--- src/rtl/uart_oversample_counter_pkg.sv ---
// Shared types and default sizing for the UART receive bit timer.
package uart_oversample_counter_pkg;

    localparam int DEF_OVERSAMPLE = 16;
    localparam int DEF_NUM_BITS   = 10;

    typedef enum logic {
        ST_IDLE = 1'b0,
        ST_RUN  = 1'b1
    } state_t;

endpackage

--- src/rtl/uart_oversample_counter_majority_vote3.sv ---
// Three-input combinational majority vote, shared by the RX sampling paths.
module majority_vote3 (
    input  logic a,
    input  logic b,
    input  logic c,
    output logic y
);

    assign y = (a & b) | (a & c) | (b & c);

endmodule

--- src/rtl/uart_oversample_counter.sv ---
// Oversampling bit timer: counts baud ticks per bit, votes samples around mid-bit
// and tracks the bit position within a frame.
module uart_oversample_counter
    import uart_oversample_counter_pkg::*;
#(
    parameter int OVERSAMPLE = DEF_OVERSAMPLE,
    parameter int NUM_BITS   = DEF_NUM_BITS,
    parameter int MAJORITY   = 1,
    localparam int CNT_W     = $clog2(OVERSAMPLE),
    localparam int BIT_W     = $clog2(NUM_BITS + 1)
) (
    input  logic             clk,
    input  logic             reset,
    input  logic             start,
    input  logic             clear,
    input  logic             tick_en,
    input  logic             rx_in,
    output logic             busy,
    output logic [CNT_W-1:0] sample_cnt,
    output logic [BIT_W-1:0] bit_index,
    output logic             sample_strobe,
    output logic             bit_done,
    output logic             bit_value,
    output logic             frame_done,
    output state_t           state_dbg
);

    localparam int MID = OVERSAMPLE / 2;
    localparam logic [CNT_W-1:0] MID_M1   = CNT_W'(MID - 1);
    localparam logic [CNT_W-1:0] MID_C    = CNT_W'(MID);
    localparam logic [CNT_W-1:0] MID_P1   = CNT_W'(MID + 1);
    localparam logic [CNT_W-1:0] CNT_LAST = CNT_W'(OVERSAMPLE - 1);
    localparam logic [BIT_W-1:0] IDX_LAST = BIT_W'(NUM_BITS - 1);

    if ((OVERSAMPLE % 2) != 0 || OVERSAMPLE < 4 || NUM_BITS < 1) begin : g_param_check
        $error("uart_oversample_counter: OVERSAMPLE must be even and >= 4, NUM_BITS >= 1");
    end

    // start, clear and tick_en are single-cycle pulses with no backpressure; clear beats start beats tick_en.
    state_t           state, state_nxt;
    logic [CNT_W-1:0] cnt_nxt;
    logic [BIT_W-1:0] idx_nxt;
    logic [2:0]       samp, samp_cap, samp_nxt;
    logic             strobe_nxt, done_nxt, value_nxt, frame_nxt;
    logic             vote3, voted;

    always_ff @(posedge clk or posedge reset) begin
        if (reset) begin
            state         <= ST_IDLE;
            sample_cnt    <= '0;
            bit_index     <= '0;
            samp          <= '0;
            sample_strobe <= 1'b0;
            bit_done      <= 1'b0;
            bit_value     <= 1'b0;
            frame_done    <= 1'b0;
        end else begin
            state         <= state_nxt;
            sample_cnt    <= cnt_nxt;
            bit_index     <= idx_nxt;
            samp          <= samp_nxt;
            sample_strobe <= strobe_nxt;
            bit_done      <= done_nxt;
            bit_value     <= value_nxt;
            frame_done    <= frame_nxt;
        end
    end

    // Samples including this tick's capture, so the vote sees MID+1 even when it lands on the last tick.
    always_comb begin
        samp_cap = samp;
        if (state == ST_RUN && tick_en && !clear) begin
            if (MAJORITY != 0) begin
                if (sample_cnt == MID_M1) samp_cap[0] = rx_in;
                if (sample_cnt == MID_C)  samp_cap[1] = rx_in;
                if (sample_cnt == MID_P1) samp_cap[2] = rx_in;
            end else if (sample_cnt == MID_C) begin
                samp_cap[1] = rx_in;
            end
        end
    end

    majority_vote3 u_vote (
        .a (samp_cap[0]),
        .b (samp_cap[1]),
        .c (samp_cap[2]),
        .y (vote3)
    );

    assign voted = (MAJORITY != 0) ? vote3 : samp_cap[1];

    always_comb begin
        state_nxt  = state;
        cnt_nxt    = sample_cnt;
        idx_nxt    = bit_index;
        samp_nxt   = samp_cap;
        strobe_nxt = 1'b0;
        done_nxt   = 1'b0;
        value_nxt  = bit_value;
        frame_nxt  = 1'b0;
        if (clear) begin
            state_nxt = ST_IDLE;
            cnt_nxt   = '0;
            idx_nxt   = '0;
            samp_nxt  = '0;
        end else if (state == ST_IDLE) begin
            cnt_nxt  = '0;
            idx_nxt  = '0;
            samp_nxt = '0;
            if (start) state_nxt = ST_RUN;
        end else if (tick_en) begin
            strobe_nxt = (sample_cnt == MID_C);
            if (sample_cnt == CNT_LAST) begin
                cnt_nxt   = '0;
                done_nxt  = 1'b1;
                value_nxt = voted;
                samp_nxt  = '0;
                if (bit_index == IDX_LAST) begin
                    idx_nxt   = '0;
                    frame_nxt = 1'b1;
                    state_nxt = ST_IDLE;
                end else begin
                    idx_nxt = bit_index + 1'b1;
                end
            end else begin
                cnt_nxt = sample_cnt + 1'b1;
            end
        end
    end

    always_comb begin
        busy      = (state == ST_RUN);
        state_dbg = state;
    end

endmodule
--- config.mk ---
export PLATFORM = sky130hd
export DESIGN_NAME = uart_oversample_counter
export DESIGN_NICKNAME = d
export VERILOG_FILES = /design/src/rtl/uart_oversample_counter_pkg.sv /design/src/rtl/uart_oversample_counter_majority_vote3.sv /design/src/rtl/uart_oversample_counter.sv
export SDC_FILE = /design/constraint.sdc
export NUM_CORES = 1
export LEC_CHECK = 0
export CAP_MARGIN = 20
export CORE_MARGIN = 2
export CORE_UTILIZATION = 50
export CTS_CLUSTER_SIZE = 28
export DETAILED_ROUTE_END_ITERATION = 6
export PLACE_DENSITY = 0.81
export SKIP_CTS_REPAIR_TIMING = 1
export SLEW_MARGIN = 0
export SYNTH_ARGS = -nofsm -noshare
export SYNTH_HDL_FRONTEND = slang
export SYNTH_SLANG_ARGS = --single-unit
--- constraint.sdc ---
create_clock -name clk -period 3.9 [get_ports clk]
set_clock_uncertainty 0.1 [all_clocks]
set_input_delay 0.78 -clock clk [delete_from_list [all_inputs] [get_ports clk]]
set_output_delay 0.78 -clock clk [all_outputs]
set_load 0.01 [all_outputs]
==> summary.md <==
| Metric | Value |
|---|---|
| Top post-synthesis cells by area | dfrtp_1 (50%), ha_1 (7.8%), mux2i_1 (5.0%) |
| Post-Syn Area | 807 µm² |
| Multi-input logic area | 369 µm² |
| FF-to-FF Start | sample_cnt[0]$_DFFE_PP0P_ |
| Share of cells above drive strength 1 | 7.14% |
| Antenna cells | 0 |
| Initial antenna violation count | 0 |
| Vias per std cell | 5.46 |
| Maxcap violations | 0 |
| Critical Path Sink | bit_value$_DFFE_PP0P_ |
| Crit path largest cell delay | 0.65 ns |
| Minimum clock period | 2.37 ns |
| Die width | 44.2 µm |
| # IOs | 20 |
| Grt ovf | 0 |
| Synth cell types | 28 |
| Critical-path top delay cell | clkdlybuf4s50_1 |
| Yosys top cell area share | 49.6% |
| R2R depth | 6 |
| Cell Chain, Critical Path | clkdlybuf4s50_1 > nand4b_2 > nor3b_2 > mux2i_1 > maj3_2 > o21ai_2 |
| Final slew viol count | 0 |
| WL final | 1530 µm |
| Syn Area/Cell | 10.3 µm² |
| Status | completed |
| Hold Crit Class | flop to flop |
| RSZ-0062 raised after global routing | no |
| Clock tree buffer depth | 2 |
| Sequential Power Share | 60.9% |
| IO Port Bufs | 19 |
| Hold Vio Cnt, Final | 0 |
| Total Nets Final | 111 |
| Register area | 400 µm² |
| Leak | 0.436 nW |
| Largest net degree at the start of global routing | 17 |
| # DRC | 0 |
| Worst setup EP type | flop |
| Commonest non-fill, non-tap cells in the layout | clkdlybuf4s50_1 (19), dfrtp_1 (16), nor2_1 (10) |
| Sequential area share after synthesis | 49.6% |
| Crit path launch type | primary input |
| Via count | 623 |
| Core ar. | 1510 µm² |
| Detail Route Antenna Nets | 0 |
| Part of the power in the clock network | 31.1% |
| Hold Slack | 0.414 ns |
| Placed cell count | 111 |
| Final period util | 60.7% |
| Clock slew at reported path FFs | 0.09 ns |
| Peak supply drop | 0.182 mV |
| Vias in the first global route | 568 |
| Die area | 1950 µm² |
| WL per Instance | 13.5 µm |
| Num rows | 14 |
| Final setup viols | 0 |
| NetSw | 0.0642 mW |
| CTS H-Tree Depth | 1 |
| Root buf cell | clkbuf_4 |
| Die H | 44.2 µm |
| TritonCTS Buffers | 3 |
| R2r setup slk | 2.11 ns |
| Iteration count of the initial detailed-routing pass | 4 |
| Logic pwr share | 8.0% |
| Sw frac | 23.1% |
| Tot GR Track Use | 18.1% |
| Most common cell after layout, fill and taps aside | clkdlybuf4s50_1 |
| DPL Wire Length | 1140 µm |
| Mapped Nets | 89 |
| TritonCTS clock tree | done |
| Finished Layout Cells | 114 |
| Post-Syn Instances | 78 |
| Clock sinks | 16 |
| Internal power | 0.214 mW |
| First-pass GRT wire length | 2550 µm |
| P&R area growth vs syn | 26.5% |
| Least-Margin Pin Slew | 0.590 ns |
| Clk_lat worst skew | 0.28 ns |
| RR Endpoint | bit_value$_DFFE_PP0P_ |
| Relative slew slack | 60.6% |
| YS warnings | 0 |
| Final core utilization | 67.8% |
| Fmax achieved | 423 MHz |
| Worst EP required | 3.98 ns |
| Yosys reg bits | 16 |
| Critical path launch point | tick_en |
| Power density over the cells | 272 nW/µm² |
| TNS Setup | 0 ns |
| Starting DRT DRC Count | 13 |
| Fill count | 114 |
| CP arrival | 2.45 ns |
| Routability Congestion | 0.771 |
| Critical path type | primary input to flop |
| Cell accounting for the most synthesized area | dfrtp_1 |
| CP max FO | 8 |
| Starting Density | 53.6% |
flip-flops by register name, indices dropped and copies added, names as in the netlist:
| signal | count |
|---|---|
| bit_index | 4 |
| busy | 1 |
| sample_strobe | 1 |
| frame_done | 1 |
| bit_value | 1 |
| bit_done | 1 |
| sample_cnt | 4 |
| samp | 3 |
cell usage after synthesis, drive strengths merged:
cell type	count
a211oi	1
a21oi	2
and4	1
buf	2
dfrtp	16
ha	5
inv	5
maj3	1
mux2i	4
nand2	7
nand2b	1
nand3	4
nand3b	1
nand4	1
nand4b	1
nor2	10
nor2b	2
nor3	1
nor3b	2
o21ai	6
o22ai	1
o31ai	1
or4	1
xnor2	1
xor2	1
power groups by stage:
stage               registers (mW)  clock network (mW)  logic, mW
finish                       0.169              0.0865     0.0222
global route                 0.169              0.0942     0.0244
CTS                          0.169              0.0892     0.0225
detailed placement           0.172                   0     0.0224
global placement             0.172                   0     0.0222
floorplan                    0.173                   0     0.0119
cell type report:
cell class | instances | share of cell area [%]
timing repair buffer | 19 | 18.6
inverter | 5 | 1.84
multi-input combinational | 55 | 36.2
sequential | 16 | 39.2
tap | 16 | 1.96
clock buffer | 3 | 2.21
worst min-delay path by stage:
stage | from | endpoint | slack [ns] | cells past startpoint
2_1_floorplan | samp[0]$_DFF_PP0_ | samp[0]$_DFF_PP0_ | 0.39 | 2
5_1_grt | bit_index[3]$_DFFE_PP0P_ | bit_index[3]$_DFFE_PP0P_ | 0.44 | 1
3_3_place_gp | bit_value$_DFFE_PP0P_ | bit_value$_DFFE_PP0P_ | 0.38 | 2
3_5_place_dp | bit_value$_DFFE_PP0P_ | bit_value$_DFFE_PP0P_ | 0.39 | 2
6_report | bit_index[3]$_DFFE_PP0P_ | bit_index[3]$_DFFE_PP0P_ | 0.41 | 1
4_1_cts | bit_index[3]$_DFFE_PP0P_ | bit_index[3]$_DFFE_PP0P_ | 0.41 | 1
cell families after synthesis:
| logic type | Yosys count | synth area share [%] |
|---|---|---|
| mux | 4 | 4.96 |
| simple gates | 32 | 21.4 |
| compound gates | 11 | 8.06 |
| xor+xnor | 2 | 2.17 |
| buf+inv | 7 | 4.65 |
| fa+ha+maj | 6 | 9.15 |
| flops | 16 | 49.6 |
critical path: cells and delay by family:
kind / cells / cell delay, ns
fa+ha+maj: 1 / 0.25
simple gates: 2 / 0.42
mux: 1 / 0.30
compound gates: 1 / 0.05
buf+inv: 1 / 0.65
metal layers:
layer  vias up  GRT usage, %  wire length, µm
met5         -             0                0
met4         0          9.09                7
met3         2          2.45               77
met2        23          25.3              718
met1       290          27.2              731
li1        308             -                -
metrics by stage:
stage	setup slack [ns]	total power [mW]	area, µm²
CTS	1.56	0.281	1020
global route	1.46	0.288	1020
global placement	1.30	0.195	998
detailed placement	1.25	0.195	998
floorplan	1.90	0.185	807
finish	1.53	0.278	1020
No activity file was read; power rests on OpenSTA's default activity.
